### src/rtl/clkdiv_pkg.sv
// Shared types and constants for the run-time clock divider controller.
package clkdiv_pkg;

  localparam int unsigned CNT_W_DEF   = 8;
  localparam int unsigned CMD_STOP    = 0;
  localparam int unsigned CMD_ILLEGAL = 1;

  typedef enum logic [1:0] {
    OFF    = 2'd0,
    RUN    = 2'd1,
    SWITCH = 2'd2
  } state_e;

endpackage

### src/rtl/clkdiv_core.sv
// Period counter with posedge/negedge phase flops; ORed into a 50%-duty clock.
module clkdiv_core
  import clkdiv_pkg::*;
#(
  parameter int unsigned CNT_W = CNT_W_DEF
) (
  input  logic             clk,
  input  logic             rst,
  input  logic [CNT_W-1:0] div_r,
  input  logic             odd_r,
  input  logic             run,
  input  logic             load,
  output logic [CNT_W-1:0] cnt,
  output logic             out_clk,
  output logic             period_tick
);

  logic [CNT_W-1:0] cnt_next;
  logic [CNT_W-1:0] last;
  logic [CNT_W-1:0] half;
  logic             p_q;
  logic             n_q;

  // Wrap by compare against the active ratio; a load restarts the period.
  always_comb begin
    last     = div_r - CNT_W'(1);
    half     = div_r >> 1;
    cnt_next = '0;
    if (run && !load && (cnt != last)) begin
      cnt_next = cnt + CNT_W'(1);
    end
  end

  always_ff @(posedge clk) begin
    if (!rst) begin
      cnt         <= '0;
      p_q         <= 1'b0;
      period_tick <= 1'b0;
    end else begin
      cnt         <= cnt_next;
      p_q         <= load | (run && (cnt_next < half));
      period_tick <= run && !load && (cnt_next == last);
    end
  end

  // Half-cycle extension of the high phase for odd ratios.
  always_ff @(negedge clk) begin
    if (!rst) begin
      n_q <= 1'b0;
    end else begin
      n_q <= p_q & odd_r;
    end
  end

  assign out_clk = p_q | n_q;

endmodule

### src/rtl/clkdiv_sched.sv
// Command handshake and FSM deferring ratio changes/stops to period boundaries.
module clkdiv_sched
  import clkdiv_pkg::*;
#(
  parameter int unsigned CNT_W = CNT_W_DEF
) (
  input  logic             clk,
  input  logic             rst,
  input  logic             cfg_valid,
  input  logic [CNT_W-1:0] cfg_div,
  output logic             cfg_ready,
  output logic             cfg_err,
  output logic             out_clk,
  output logic             busy,
  output logic [CNT_W-1:0] cur_div,
  output logic             period_tick
);

  state_e           state;
  state_e           state_next;
  logic [CNT_W-1:0] div_r;
  logic             odd_r;
  logic [CNT_W-1:0] pend;
  logic [CNT_W-1:0] cnt;

  logic             accept;
  logic             illegal;
  logic             boundary;
  logic             apply;
  logic             store;
  logic             load;
  logic             stop;
  logic             run;
  logic [CNT_W-1:0] apply_div;

  always_ff @(posedge clk) begin
    if (!rst) begin
      state <= OFF;
    end else begin
      state <= state_next;
    end
  end

  // Decide whether a command applies now, is parked in pend, or is ignored.
  always_comb begin
    accept    = cfg_valid && cfg_ready;
    illegal   = (cfg_div == CNT_W'(CMD_ILLEGAL));
    boundary  = (state != OFF) && (cnt == div_r - CNT_W'(1));
    apply     = 1'b0;
    store     = 1'b0;
    apply_div = cfg_div;
    case (state)
      OFF:     apply = accept && !illegal && (cfg_div != CNT_W'(CMD_STOP));
      RUN: begin
        if (accept && !illegal) begin
          apply = boundary;
          store = !boundary;
        end
      end
      SWITCH: begin
        apply     = boundary;
        apply_div = pend;
      end
      default: apply = 1'b0;
    endcase
    load = apply && (apply_div != CNT_W'(CMD_STOP));
    stop = apply && (apply_div == CNT_W'(CMD_STOP));
  end

  always_comb begin
    state_next = state;
    case (state)
      OFF:     if (load) state_next = RUN;
      RUN: begin
        if (stop)       state_next = OFF;
        else if (store) state_next = SWITCH;
      end
      SWITCH: begin
        if (stop)      state_next = OFF;
        else if (load) state_next = RUN;
      end
      default: state_next = OFF;
    endcase
    run = (state_next != OFF);
  end

  always_ff @(posedge clk) begin
    if (!rst) begin
      div_r     <= '0;
      odd_r     <= 1'b0;
      pend      <= '0;
      cfg_err   <= 1'b0;
      cfg_ready <= 1'b1;
      busy      <= 1'b0;
    end else begin
      if (load) begin
        div_r <= apply_div;
        odd_r <= apply_div[0];
      end else if (stop) begin
        div_r <= '0;
        odd_r <= 1'b0;
      end
      if (store) begin
        pend <= cfg_div;
      end
      cfg_err   <= accept && illegal;
      cfg_ready <= (state_next != SWITCH);
      busy      <= (state_next != OFF);
    end
  end

  assign cur_div = div_r;

  clkdiv_core #(.CNT_W(CNT_W)) u_core (
    .clk         (clk),
    .rst         (rst),
    .div_r       (div_r),
    .odd_r       (odd_r),
    .run         (run),
    .load        (load),
    .cnt         (cnt),
    .out_clk     (out_clk),
    .period_tick (period_tick)
  );

endmodule

### config.mk
export PLATFORM = sky130hd
export DESIGN_NAME = clkdiv_sched
export DESIGN_NICKNAME = d
export VERILOG_FILES = /design/src/rtl/clkdiv_pkg.sv /design/src/rtl/clkdiv_core.sv /design/src/rtl/clkdiv_sched.sv
export SDC_FILE = /design/constraint.sdc
export NUM_CORES = 1
export LEC_CHECK = 0
export ABC_AREA = 1
export CORE_MARGIN = 1.5
export CORE_UTILIZATION = 60
export CTS_BUF_LIST = sky130_fd_sc_hd__clkbuf_8
export CTS_CLUSTER_SIZE = 24
export DETAILED_ROUTE_END_ITERATION = 8
export PLACE_DENSITY_LB_ADDON = 0.15
export SLEW_MARGIN = 20
export SYNTH_ARGS = -nofsm -noshare
export SYNTH_HDL_FRONTEND = slang
export SYNTH_SLANG_ARGS = --single-unit
export TNS_END_PERCENT = 5
### constraint.sdc
create_clock -name clk -period 8.62 [get_ports clk]
set_input_delay 1.724 -clock clk [delete_from_list [all_inputs] [get_ports clk]]
set_output_delay 1.724 -clock clk [all_outputs]
set_load 0.005 [all_outputs]
# After elaboration in Yosys (flattened, before gate mapping)
# Cells that the tools add are included.
totals:
  ff_bits: 33
  latch_bits: 0
  ramBits: 0
  mem_bits_ro: 0
  input_bits: 11
  out_inout_bits: 13
  wordCells: 60
  memories: 0
op_classes:
  add_sub_neg: 2
  mul: 0
  div: 0
  n_lt_le_gt_ge: 1
  n_eq_ne: 7
  n_shift: 0
  muxes: 15
  bitwise: 3
  reduce_logical: 21
ops:
  columns: ["operator", "n"]
  rows:
  - ["8-bit 2-to-1 mux", 4]
  - ["8-bit == test", 2]
  - ["8-bit nonzero test", 2]
  - ["1-bit logical AND", 11]
  - ["8-bit by 1-bit adder with 8-bit output, second input constant", 1]
  - ["8-bit by 1-bit == test with 1-bit output, second input constant", 1]
  - ["8-bit logical NOT", 1]
  - ["8-bit by 7-bit < comparator with 1-bit output", 1]
  - ["2-bit 2-to-1 mux", 4]
  - ["8-bit inequality test", 1]
  - ["8-bit by 1-bit subtractor with 8-bit output, second input constant", 1]
  - ["2-bit one-hot mux with 3 select lines", 1]
  - ["2-bit nonzero test", 3]
  - ["1-bit 2-to-1 mux", 5]
  - ["1-bit logical NOT", 3]
  - ["1-bit one-hot mux with 3 select lines", 1]
  - ["2-bit by 1-bit == test with 1-bit output, second input constant", 1]
  - ["2-bit == test, second input constant", 1]
  - ["2-bit logical NOT", 1]
  - ["2-bit inequality test, second input constant", 1]
  - ["1-bit bitwise OR", 2]
  - ["1-bit bitwise AND", 1]

# Longest topological paths before layout
logic_depth:
  ltp_word: 16
  ltp_mapped: 28
  mapped_depth_nobuf: 28

# Cells and area by module
# A second synthesis with hierarchy kept.
hier_totals:
  cells_unflattened: 395
  hier_area_um2: 2462.4
by_module_without_submodules:
  columns: ["mod", "instances", "cells_each", "area_per_inst_um2", "seq_area_each_um2"]
  rows:
  - ["clkdiv_sched", 1, 215, 1348.8, 420.4]
  - ["clkdiv_core", 1, 180, 1113.6, 220.2]

==> summary.md <==
| Metric | Value |
|---|---|
| H-tree levels | 2 |
| Max stage delay cell, worst path | clkdlybuf4s50_1 |
| Critical path endpoint category | output pin |
| Synthesized area | 2080 um2 |
| Hold Path Class | register to register |
| Clk_lat worst skew | 0.34 ns |
| All-Layer GR Usage | 27.3% |
| Pre-CTS setup slack | 1.62 ns |
| Die area | 3830 um2 |
| Vias | 1987 |
| Status | finished, final reports clean |
| Vias in the first global route | 1745 |
| Clock Skew | 0.0530 ns |
| RSZ-0062 raised after global routing | no |
| Worst Reg2Reg Path Length in Cells | 2 |
| Power Density | 214 nW/um2 |
| Largest net degree at the start of global routing | 22 |
| Buf/Inv on CP | 1 |
| Hold buffer count at cts | 0 |
| Commonest non-fill, non-tap cells in the layout | nand2_1, inv_1, nor2_1, dfxtp_1, clkdlybuf4s50_1 |
| Critical path depth in cells | 2 |
| Mean Syn Cell Area | 6.53 um2 |
| Count of state elements after synthesis | 32 |
| Post-CTS sizing | 0 |
| Ys Warns | 0 |
| Crit path max fanout | 1 |
| PortBufs | 23 |
| Setup ws final | 1.27 ns |
| Antenna viol nets, final | 0 |
| Worst r2r src | odd_r |
| Max incr delay on CP | 0.44 ns |
| Worst R2R End | u_core.n_q |
| Flop2flop setup slack | 3.62 ns |
| Routed Wire Length | 4.68 mm |
| Io pins | 24 |
| DRC viols | 0 |
| DR WL/cell | 12.0 um |
| Post-Syn Nets | 338 |
| N_diodes | 0 |
| # Post-CTS Setup Buffers | 0 |
| GPL Wtd Cong | 0.925 |
| Die Ht | 61.9 um |
| Number of enable flip-flop cells after synthesis | 0 |
| Top FF cell, synth | dfxtp_1 |
| Setup CP Type | register to output pin |
| Commonest non-fill, non-tap cell in the layout | nand2_1 |
| Total CTS buffers | 5 |
| Iter 0 DRT Violations | 93 |
| CP arrival | 5.63 ns |
| Crit start category | register |
| Min-Delay Startpoint | cfg_ready |
| Layout cell share with drive strength beyond 1 | 10.8% |
| Hpwl dp | 3.64 mm |
| Min-Delay Path Depth | 2 |
| Hold Fails Final Rpt | 0 |
| Nets@finish | 361 |
| Worst-margin pin slew | 0.708 ns |
| Die Wd | 61.9 um |
| Setup TNS | 0 ns |
| Max-slew headroom | 52.8% |
| Drt pass-1 iters | 4 |
| Core Rows | 21 |
| CORE AREA | 3340 um2 |
| CTS Buffer Depth | 2 |
| Leakage | 1.17 nW |
| CTS tree | built |
| Clock-pin slew on the worst setup and hold paths | 0.07 ns |
| Root Driver | clkbuf_8 |
| Setup violators final | 0 |
| Overflow after GRT | 0 |
| Initial core utilization | 62.4% |
| Critical path required time | 6.90 ns |
| Post-synthesis sequential area ratio | 30.8% |
| Max-cap violation count | 0 |
| Layout area overhead | 17.3% |
| Async S/R FF share, synth | 0% |
| Syn Inst Count | 319 |
| Crit-path cells | or2_2 > clkdlybuf4s50_1 |
| Max VDD drop | 144 uV |
| Hold path endpoint | cfg_err |
| Initial antenna violation count | 0 |
| Synth unique cells | 34 |
| CP top delay family | buffers and inverters |
| CTS Sinks | 32 |
| Vias per cell | 5.11 |
| Slew Limit Fails | 0 |
| First-pass GRT wire length | 7.69 mm |
[final cells by class]
| cell class | instances | area (um2) |
|---|---|---|
| fill | 315 | 893 |
| multi-input combinational | 227 | 1210 |
| timing repair buffer | 23 | 230 |
| inverter | 52 | 195 |
| sequential | 32 | 641 |
| clock buffer | 5 | 68.8 |
| tap | 46 | 57.6 |
| clock inverter | 4 | 45.0 |
[tightest hold or removal path, delay by kind of cell, from the launching register on]
| family | cells | cell delay [ns] |
|---|---|---|
| flops | 1 | 0.31 |
| simple gates | 2 | 0.12 |
[logic make-up after synthesis]
kind of cell | share of synthesized area (%)
simple gates | 36.3
buf+inv | 11.4
compound gates | 14.2
flops | 30.8
fa+ha+maj | 4.80
xor+xnor | 2.52
[per-layer routing]
layer  GRT usage (%)  vias up  wire length, um
li1                -     1070                -
met5               0        -                0
met4            11.9        0              106
met3            4.55       10              141
met1            33.9      870             2140
met2            46.5       37             2290
[state kept, by name, summed over array words and instances, names as in the netlist, 2 cells and up]
name / count
pend: 8
u_core.cnt: 8
cur_div: 7
state: 2
[report_power, final]
group	total, W	internal, W	switching [W]	leakage (nW)
logic	0.000198	0.0000768	0.000121	0.840
clock network	0.000147	0.0000863	0.0000606	0.0638
registers	0.000179	0.000163	0.0000153	0.261
total	0.000524	0.000327	0.000197	1.17
[how the worst max path moves through the flow]
stage               startpoint       to  slack [ns]
floorplan           u_core.n_q  out_clk        2.05
global placement    u_core.n_q  out_clk        1.62
CTS                 u_core.n_q  out_clk        1.26
detailed placement  u_core.n_q  out_clk        1.62
global route        u_core.n_q  out_clk        1.22
finish              u_core.n_q  out_clk        1.27
[stage by stage]
step	hold WS, ns	std cells	total power, W	utilization [%]	cell area (um2)
floorplan	0.460	319	0.000328	-	2080
finish	0.471	389	0.000524	73.2	2440
detailed placement	0.463	381	0.000380	69.9	2330
global route	0.492	389	0.000561	73.2	2440
global placement	0.454	381	0.000376	69.9	2330
CTS	0.472	389	0.000524	73.2	2440
[synthesized netlist by cell type (2+ instances only)]
library cell	instances	area [um2]
ha_1	8	100
or2_2	3	18.8
o211ai_1	2	15.0
inv_1	44	165
o21ai_0	16	80.1
nand3_1	22	110
a21oi_1	14	70.1
dfxtp_1	32	641
o22ai_1	3	18.8
nand2_2	5	31.3
o21ai_1	6	30.0
nand2_4	2	22.5
xor2_1	6	52.6
a211oi_1	4	30.0
nor3_1	8	40.0
nand4_1	6	37.5
nor2_2	4	25.0
clkbuf_1	4	15.0
inv_2	8	30.0
nand2_1	77	289
nor2_1	32	120
Power figures use the tool's default switching activity.
